<file path="src/rtl/irq_ctrl_if.sv">
// Interrupt interface between peripheral sources/register block and the controller.
// Latency: none. This file only bundles the wires.
// Backpressure: none. Requests are held until irq_ack; ack is a one-cycle pulse.
// Ports:   irq_sources - level per source
//          irq_mask    - per-source enable
//          irq_ack     - acknowledge pulse
//          irq_out     - request to the CPU
//          active_id   - presented index, 3'h7 = none
//          pending     - pending register
// Modports: master = sources/register block side; slave = controller side.
interface irq_ctrl_if #(
    parameter int NUM_IRQS = 4
);
    logic [NUM_IRQS-1:0] irq_sources;
    logic [NUM_IRQS-1:0] irq_mask;
    logic                irq_ack;
    logic                irq_out;
    logic [2:0]          active_id;
    logic [NUM_IRQS-1:0] pending;

    modport master (
        output irq_sources,
        output irq_mask,
        output irq_ack,
        input  irq_out,
        input  active_id,
        input  pending
    );

    modport slave (
        input  irq_sources,
        input  irq_mask,
        input  irq_ack,
        output irq_out,
        output active_id,
        output pending
    );
endinterface

</file>
<file path="src/rtl/irq_ctrl.sv">
// Edge-capturing, fixed-priority (lowest index wins) interrupt controller with ack handshake.
// Latency: source edge to irq_out is 2 cycles; with IRQ_CTRL_SYNC_EN defined it is 4 cycles.
// Backpressure: the request and active_id are held until irq_ack; one GAP cycle follows each ack.
// Ports: clk, rst_n (async, active-low); bus (irq_ctrl_if.slave): irq_sources, irq_mask,
//        irq_ack in; irq_out, active_id (3'h7 = none), pending out.
// Option: `define IRQ_CTRL_SYNC_EN adds a 2-flop synchronizer ahead of the edge detector.
module irq_ctrl #(
    parameter int NUM_IRQS = 4
) (
    input  logic        clk,
    input  logic        rst_n,
    irq_ctrl_if.slave   bus
);
    typedef enum logic [1:0] {IDLE, ASSERT, GAP} state_t;

    localparam logic [2:0] NO_IRQ = 3'h7;

    state_t              state_q, state_d;
    logic                irq_out_q, irq_out_d;
    logic [2:0]          active_id_q, active_id_d;
    logic [NUM_IRQS-1:0] pending_q, pending_d;
    logic [NUM_IRQS-1:0] src_in, src_q, rise, elig, act_sel, clr;
    logic [2:0]          sel_id;
    logic                act_en;

`ifdef IRQ_CTRL_SYNC_EN
    logic [NUM_IRQS-1:0] sync1_q, sync2_q;

    always_ff @(posedge clk or negedge rst_n) begin
        if (!rst_n) begin
            sync1_q <= '0;
            sync2_q <= '0;
        end else begin
            sync1_q <= bus.irq_sources;
            sync2_q <= sync1_q;
        end
    end

    assign src_in = sync2_q;
`else
    assign src_in = bus.irq_sources;
`endif

    // src_q resets to 0 so a source already high at reset release counts as an edge.
    always_ff @(posedge clk or negedge rst_n) begin
        if (!rst_n) src_q <= '0;
        else        src_q <= src_in;
    end

    assign rise = src_in & ~src_q;
    assign elig = pending_q & bus.irq_mask;

    always_comb begin
        sel_id  = NO_IRQ;
        act_sel = '0;
        // Descending scan so the lowest eligible index is the last one written.
        for (int i = NUM_IRQS - 1; i >= 0; i--) begin
            if (elig[i]) sel_id = 3'(i);
        end
        // One-hot of the presented source; all-zero when nothing is presented.
        for (int i = 0; i < NUM_IRQS; i++) begin
            if (active_id_q == 3'(i)) act_sel[i] = 1'b1;
        end
        act_en = |(act_sel & bus.irq_mask);
    end

    always_comb begin
        state_d     = state_q;
        irq_out_d   = irq_out_q;
        active_id_d = active_id_q;
        clr         = '0;
        case (state_q)
            IDLE: begin
                irq_out_d   = 1'b0;
                active_id_d = NO_IRQ;
                if (|elig) begin
                    state_d     = ASSERT;
                    irq_out_d   = 1'b1;
                    active_id_d = sel_id;
                end
            end
            ASSERT: begin
                // Ack takes precedence over a simultaneous mask withdrawal.
                if (bus.irq_ack) begin
                    clr         = act_sel;
                    state_d     = GAP;
                    irq_out_d   = 1'b0;
                    active_id_d = NO_IRQ;
                end else if (!act_en) begin
                    state_d     = IDLE;
                    irq_out_d   = 1'b0;
                    active_id_d = NO_IRQ;
                end
            end
            GAP: begin
                state_d     = IDLE;
                irq_out_d   = 1'b0;
                active_id_d = NO_IRQ;
            end
            default: begin
                state_d     = IDLE;
                irq_out_d   = 1'b0;
                active_id_d = NO_IRQ;
            end
        endcase
        // A fresh edge in the clearing cycle keeps the bit set.
        pending_d = (pending_q & ~clr) | rise;
    end

    always_ff @(posedge clk or negedge rst_n) begin
        if (!rst_n) begin
            state_q     <= IDLE;
            irq_out_q   <= 1'b0;
            active_id_q <= NO_IRQ;
            pending_q   <= '0;
        end else begin
            state_q     <= state_d;
            irq_out_q   <= irq_out_d;
            active_id_q <= active_id_d;
            pending_q   <= pending_d;
        end
    end

    assign bus.irq_out   = irq_out_q;
    assign bus.active_id = active_id_q;
    assign bus.pending   = pending_q;
endmodule

</file>
<file path="src/flat_wrapper.sv">
// flat-port wrapper written by rule: the top's interface ports become plain ports
module irq_ctrl_flat 
#(
    parameter int NUM_IRQS = 4
)
  (clk, rst_n, bus_irq_sources, bus_irq_mask, bus_irq_ack, bus_irq_out, bus_active_id, bus_pending);
  irq_ctrl_if #(.NUM_IRQS(NUM_IRQS)) bus_i ();
  input  logic clk;
  input  logic rst_n;
  input wire logic [$bits(bus_i.irq_sources)-1:0] bus_irq_sources;
  input wire logic [$bits(bus_i.irq_mask)-1:0] bus_irq_mask;
  input wire logic [$bits(bus_i.irq_ack)-1:0] bus_irq_ack;
  output wire logic [$bits(bus_i.irq_out)-1:0] bus_irq_out;
  output wire logic [$bits(bus_i.active_id)-1:0] bus_active_id;
  output wire logic [$bits(bus_i.pending)-1:0] bus_pending;
  assign bus_i.irq_sources = bus_irq_sources;
  assign bus_i.irq_mask = bus_irq_mask;
  assign bus_i.irq_ack = bus_irq_ack;
  assign bus_irq_out = bus_i.irq_out;
  assign bus_active_id = bus_i.active_id;
  assign bus_pending = bus_i.pending;
  irq_ctrl #(.NUM_IRQS(NUM_IRQS)) u_core (.clk(clk), .rst_n(rst_n), .bus(bus_i));
endmodule
</file>
<file path="config.mk">
export PLATFORM = sky130hd
export DESIGN_NAME = irq_ctrl_flat
export DESIGN_NICKNAME = d
export VERILOG_FILES = /design/src/rtl/irq_ctrl_if.sv /design/src/rtl/irq_ctrl.sv /design/src/flat_wrapper.sv
export SDC_FILE = /design/constraint.sdc
export NUM_CORES = 1
export LEC_CHECK = 0
export ABC_AREA = 1
export BUFFER_PORTS_ARGS = -buffer_cell sky130_fd_sc_hd__buf_2
export CAP_MARGIN = 20
export CORE_MARGIN = 1
export CORE_UTILIZATION = 47
export CTS_CLUSTER_DIAMETER = 80
export DETAILED_ROUTE_END_ITERATION = 8
export PLACE_DENSITY = 0.74
export RECOVER_POWER = 100
export SLEW_MARGIN = 10
export SYNTH_ARGS = -nofsm -noshare
export SYNTH_HDL_FRONTEND = slang
export SYNTH_SLANG_ARGS = --single-unit
</file>
<file path="constraint.sdc">
create_clock -name clk -period 1.4 [get_ports clk]
set_input_delay 0.07 -clock clk [delete_from_list [all_inputs] [get_ports clk]]
set_output_delay 0.07 -clock clk [all_outputs]
set_load 0.02 [all_outputs]
</file>
==> results by group, run 1 <==
Status
  – Run status: completed

STA
  – Period utilisation layout: 87.74%
  – Final hold viol count: 0
  – Maximum operating frequency: 814.1 MHz
  – Final Setup Violations: 0
  – Clock Skew: 0.006779 ns
  – WHS: 0.1099 ns
  – RSZ-0062 raised after global routing: false
  – Measured slew at the worst slew-check pin: 0.7649 ns
  – Fin crit period: 1.228 ns
  – Max Transition Viols Final: 0
  – Final setup TNS: 0 ns
  – Worst slew margin: 49.00%

Die
  – Ports: 19
  – Total die area: 1453 um^2
  – Core outline area: 1156 um^2
  – Initial Util: 53.03%
  – Die extent in x: 38.12 um
  – Chip height: 38.12 um
  – Num rows: 12

Finish
  – # fillers: 100
  – Fin area: 780.7 um^2
  – Final #Nets: 111
  – Layout cells sized above 1: 19.19%
  – Antenna cells: 0
  – Area grow syn2layout: 27.35%
  – Layout Cells excl Fill: 113

Yosys
  – Synth top cells by count: 20 x nand2_1, 11 x dfrtp_1, 9 x inv_1, 9 x nand3_1
  – Most instantiated library cell after synthesis: nand2_1
  – Netlist cell types: 13
  – Mapped cell area: 613.1 um^2
  – Post-synth EDFFs: 0
  – Main flop type after synthesis: dfrtp_1
  – Largest cells by area after synthesis: dfrtp_1 45%, dfstp_2 13%, nand2_1 12%
  – Post-synth top area share: 44.90%
  – Yosys reg bits: 14
  – Synth Instances: 72
  – Part of the Yosys area used for sequential elements: 57.76%
  – Synthesized area per cell: 8.515 um^2
  – Syn_nets: 83
  – Number of warnings issued by yosys: 0
  – Ys async rst share: 100.0%
  – Area leader, netlist: dfrtp_1

Worst setup path
  – CP delay by family, top: flip-flops
  – Most common cell on crit path: nand2_1
  – Reg2reg path depth: 5
  – CP Cell Sequence: inv_1, nand4_1, nand2_1, o21ai_2, nand2_1
  – CP Data Arrival Time: 1.38 ns
  – Critical-path top delay cell: dfstp_1
  – Startpoint types: flop
  – WP depth: 5
  – CP Data Required Time: 1.55 ns
  – Setup crit end kind: flop
  – Setup CP Type: reg2reg
  – Max FO, Critical Path: 4
  – Critical path buffers and inverters: 1
  – Max incr delay on CP: 0.58 ns

Drt
  – Post-DR wirelength/cell: 11.12 um
  – Pre-antenna DRT Iters: 4
  – Post-Route WL: 1257 um
  – Post-route antenna net violation count: 0
  – M1 WL: 567 um
  – Vias: 540
  – Initial DRC count: 21
  – Met3 Routed Length: 64 um
  – WL met2: 612 um
  – Via density: 4.779
  – # DRC: 0
  – Top Metal Used: met4

Pwr
  – Peak supply drop: 812.4 uV
  – Pwr Density: 1874 nW/um^2
  – Leakage: 0.0003905 uW
  – Pwr Total: 1463 uW

Hold path
  – WHS Path Cells: 4
  – Hold WC Path Type: in2reg

Placement
  – Placed cells: 104
  – GPL Wtd Cong: 0.7777
  – IO Port Bufs: 18
  – Final HPWL DP: 931.4 um
  – Post-DP Area: 720.7 um^2

Global route
  – Gr usage total: 20.55%
  – Initial antenna violation count: 0
  – Largest net degree at the start of global routing: 15
  – Wire length of the first global-routing pass: 1980 um
  – Vias in the first global route: 493
  – Overflow after GRT: 0

Clocking
  – H-tree depth: 1
  – Clock buffer depth: 2
  – CTS tree: yes
  – TritonCTS Buffers: 3
  – TritonCTS Sinks: 14
  – Root Buffer: clkbuf_4
  – Clock Latency Late Sink: 0.27 ns
  – Postcts setup bufs: 0
  – Clk slew on worst S/H paths: 0.09 ns

Flow run
  – Number of max-cap violations: 0
-- registers in the layout, indices dropped and copies added, names as in the netlist --
| signal | cells |
|---|---|
| u_core.bus.pending | 4 |
| u_core.src_q | 4 |
| u_core.bus.active_id | 3 |
| u_core.state_q | 2 |
| u_core.bus.irq_out | 1 |
-- cell families after synthesis --
group / Yosys count / synth area share (%)
flops: 14 / 57.76
compound gates: 9 / 7.960
simple gates: 37 / 26.94
buf+inv: 12 / 7.346
-- power by group --
part           switching (uW)  total [uW]  internal [uW]
clock network             123         233            110
logic                     394         571            177
registers                 112         660            548
-- cell type report --
type | count | area (um^2) | area share, %
Multi-Input combinational cell | 46 | 211.5 | 27.08
Tap cell | 14 | 17.52 | 2.244
Sequential cell | 14 | 354.1 | 45.35
Clock buffer | 4 | 26.28 | 3.365
Inverter | 12 | 45.04 | 5.769
Timing Repair Buffer | 23 | 126.4 | 16.19
-- routing by layer --
layer	global-route usage (%)	vias to the layer above
met5	0	-
met3	5.233	2
met1	25.58	242
li1	-	281
met2	33.90	15
met4	8.036	0
-- metrics by stage --
step                      util, %  setup slack (ns)
after global routing        67.53           0.06298
after global placement      62.34            0.2298
final                       67.53            0.1717
after CTS                   68.94            0.1903
after floorplan                 -            0.1870
after detailed placement    62.34            0.2103
-- path summary, 6_finish.rpt --
path | startpoint | endpoint | slack [ns]
worst max-delay path | u_core.bus.active_id[2] | u_core.state_q[0] | 0.17
worst min-delay path | bus_irq_ack | u_core.bus.active_id[1] | 0.11
worst max register to register | u_core.bus.active_id[2] | u_core.state_q[0] | 0.17
worst min register to register | u_core.src_q[3] | u_core.bus.pending[3] | 0.41
max in group asynchronous | rst_n | u_core.bus.pending[1] | 0.54
min in group asynchronous | rst_n | u_core.bus.pending[3] | 0.38
-- worst register-to-register path: cells and delay by family, from the launching register on --
| family | cells | cell delay (ns) |
|---|---|---|
| buffers and inverters | 1 | 0.10 |
| AOI/OAI and AO/OA | 1 | 0.15 |
| DFF | 1 | 0.58 |
| and+or+nand+nor | 3 | 0.28 |
-- cells in the final DEF (no fill, tap or decap), drive strengths merged --
| master | netlist | final |
|---|---|---|
| nand2 | 23 | 23 |
| clkbuf | 0 | 15 |
| buf | 0 | 7 |
| inv | 12 | 12 |
| dfstp | 3 | 3 |
| dfrtp | 11 | 11 |
| dlygate4sd3 | 0 | 5 |
| nor2 | 3 | 3 |
| nand3 | 9 | 9 |
| nand4 | 2 | 2 |
| o21ai | 9 | 9 |
-- timing repair --
action | 4_1_cts | 5_1_grt
resized for setup | 0 | 0
endpoints found under the hold margin | 18 | 0
setup endpoints to repair | 0 | 0
hold buffers | 5 | 0
Power figures use the tool's default switching activity.
==> run 2, diff against run 1 <==
Settings changed: ABC_CLOCK_PERIOD_IN_PS set to 1400, BUFFER_PORTS_ARGS -buffer_cell sky130_fd_sc_hd__buf_2 to -buffer_cell sky130_fd_sc_hd__buf_4.
==> results by group, run 2 (synthesis gave the netlist of run 1 again) <==
Global route
  – Largest net degree at the start of global routing: 15 (unchanged)
  – Wire length of the first global-routing pass: 2166 um (+9.4%)
  – Gr usage total: 23.00% (+2.4 points)
  – Initial antenna violation count: 0 (unchanged)
  – Overflow after GRT: 0 (unchanged)
  – Vias in the first global route: 517 (+4.9%)

Drt
  – # DRC: 0 (unchanged)
  – Pre-antenna DRT Iters: 4 (unchanged)
  – Initial DRC count: 7 (-67%)
  – Via density: 4.903 (+2.6%)
  – Post-Route WL: 1264 um (+0.56%)
  – Post-DR wirelength/cell: 11.19 um (+0.56%)
  – Vias: 554 (+2.6%)
  – Post-route antenna net violation count: 0 (unchanged)

Die
  – Total die area: 1453 um^2 (unchanged)
  – Initial Util: 53.03% (unchanged)
  – Die extent in x: 38.12 um (unchanged)
  – Chip height: 38.12 um (unchanged)
  – Ports: 19 (unchanged)
  – Core outline area: 1156 um^2 (unchanged)
  – Num rows: 12 (unchanged)

Clocking
  – Postcts setup bufs: 0 (unchanged)
  – TritonCTS Buffers: 3 (unchanged)
  – Clock Latency Late Sink: 0.28 ns (about the same)
  – CTS tree: yes
  – Root Buffer: clkbuf_4
  – Cts hold-fix bufs: 5 (unchanged)
  – TritonCTS Sinks: 14 (unchanged)
  – Clk slew on worst S/H paths: 0.08 ns (about the same)
  – Clock buffer depth: 2 (unchanged)
  – H-tree depth: 1 (unchanged)
  – Post_cts resized: 0 (unchanged)

Worst setup path
  – Worst R2R Setup Slack: 0.18 ns (about the same)
  – Setup CP Type: reg2reg
  – CP Data Arrival Time: 1.44 ns (+0.06 ns)
  – Startpoint types: flop
  – CP Data Required Time: 1.62 ns (+0.07 ns)
  – Max FO, Critical Path: 4 (unchanged)
  – Max incr delay on CP: 0.57 ns (about the same)
  – Setup crit end kind: flop
  – Most common cell on crit path: nand2_1
  – Critical-path top delay cell: dfstp_1
  – CP Cell Sequence: inv_1, nand4_1, nand2_1, o21ai_2, nand2_1, nand2_1

Finish
  – Commonest cells after routing, fill and taps aside: 20 x nand2_1, 11 x dfrtp_1, 9 x inv_1, 9 x nand3_1, 9 x clkbuf_1
  – Antenna cells: 0 (unchanged)
  – Area grow syn2layout: 32.45%
  – Layout cells sized above 1: 23.23% (+4.0 points)
  – Final #Nets: 111 (unchanged)
  – Commonest non-fill, non-tap cell in the layout: nand2_1

STA
  – Final Setup Violations: 0 (unchanged)
  – Final setup TNS: 0 ns (unchanged)
  – Maximum operating frequency: 818.0 MHz (+0.48%)
  – WHS: 0.08791 ns (-0.02202 ns)
  – Measured slew at the worst slew-check pin: 0.7577 ns (-0.007272 ns)
  – Max Transition Viols Final: 0 (unchanged)
  – Worst slew margin: 49.49% (+0.48 points)
  – Fin crit period: 1.222 ns (-0.005872 ns)
  – Period utilisation layout: 87.32% (-0.42 points)
  – Clock Skew: 0.002229 ns (-0.004549 ns)
  – RSZ-0062 raised after global routing: false
  – Final hold viol count: 0 (unchanged)

Status
  – Run status: completed

Pwr
  – Pwr Density: 1845 nW/um^2 (-1.6%)
  – Peak supply drop: 975.1 uV (+20%)
  – Pwr Total: 1498 uW (+2.4%)
  – Leakage: 0.0004066 uW (+4.1%)

Flow run
  – Number of max-cap violations: 0 (unchanged)

Placement
  – GPL Wtd Cong: 0.7790 (+0.17%)
  – IO Port Bufs: 18 (unchanged)
  – Final HPWL DP: 951.6 um (+2.2%)

Hold path
  – Hold WC Path Type: in2reg
run 2: changes by cell type in the layout (fill, tap and decap cells not counted):
cell,previous run,this run
buf_2,7,0
buf_4,0,7
clkbuf_1,12,9
clkbuf_4,3,6
nand2_1,21,20
nand2_2,2,3
o21ai_0,6,7
o21ai_1,2,1
run 2: worst paths after layout:
check                                              from                      end  cells after the start
worst max-delay path            u_core.bus.active_id[2]  u_core.bus.active_id[0]                      6
worst min-delay path                        bus_irq_ack  u_core.bus.active_id[1]                      4
worst max register to register  u_core.bus.active_id[2]  u_core.bus.active_id[0]                      6
worst min register to register          u_core.src_q[0]    u_core.bus.pending[0]                      1
max in group asynchronous                         rst_n    u_core.bus.pending[2]                      2
min in group asynchronous                         rst_n          u_core.src_q[2]                      2
run 2: cell type report:
cell class              instances  area (um^2)
multi-input cells              46        214.0
fillers                       106        344.1
repair buffers                 23        155.1
flip-flops and latches         14        354.1
inverters                      12        45.04
clock buffers                   4        26.28
well taps                      14        17.52
run 2: where the power goes:
group / switching [uW] / total, uW / internal (uW)
clock network: 123 / 233 / 111
logic: 400 / 609 / 210
registers: 108 / 656 / 548
run 2: worst max-delay path, delay by kind of cell (launching register included):
kind	cells	cell delay, ns
compound gates	1	0.18
flops	1	0.57
simple gates	4	0.32
buf+inv	1	0.10
run 2: metrics by stage:
step | cells | setup slack (ns) | util (%) | instance area [um^2]
6_report | 113 | 0.1776 | 70.24 | 812.0
5_1_grt | 113 | 0.07115 | 70.24 | 812.0
4_1_cts | 113 | 0.1915 | 72.84 | 842.1
3_5_place_dp | 104 | 0.1928 | 66.23 | 765.7
3_3_place_gp | 104 | 0.2297 | 66.23 | 765.7
2_1_floorplan | 72 | 0.1870 | - | 613.1
run 2: metal layers:
metal / vias to the layer above / global-route usage [%] / wire length [um]
met2: 12 / 34.75 / 573
met3: 5 / 5.233 / 47
met4: 0 / 13.39 / 34
li1: 285 / - / -
met1: 252 / 30.00 / 609
met5: - / 0 / 0
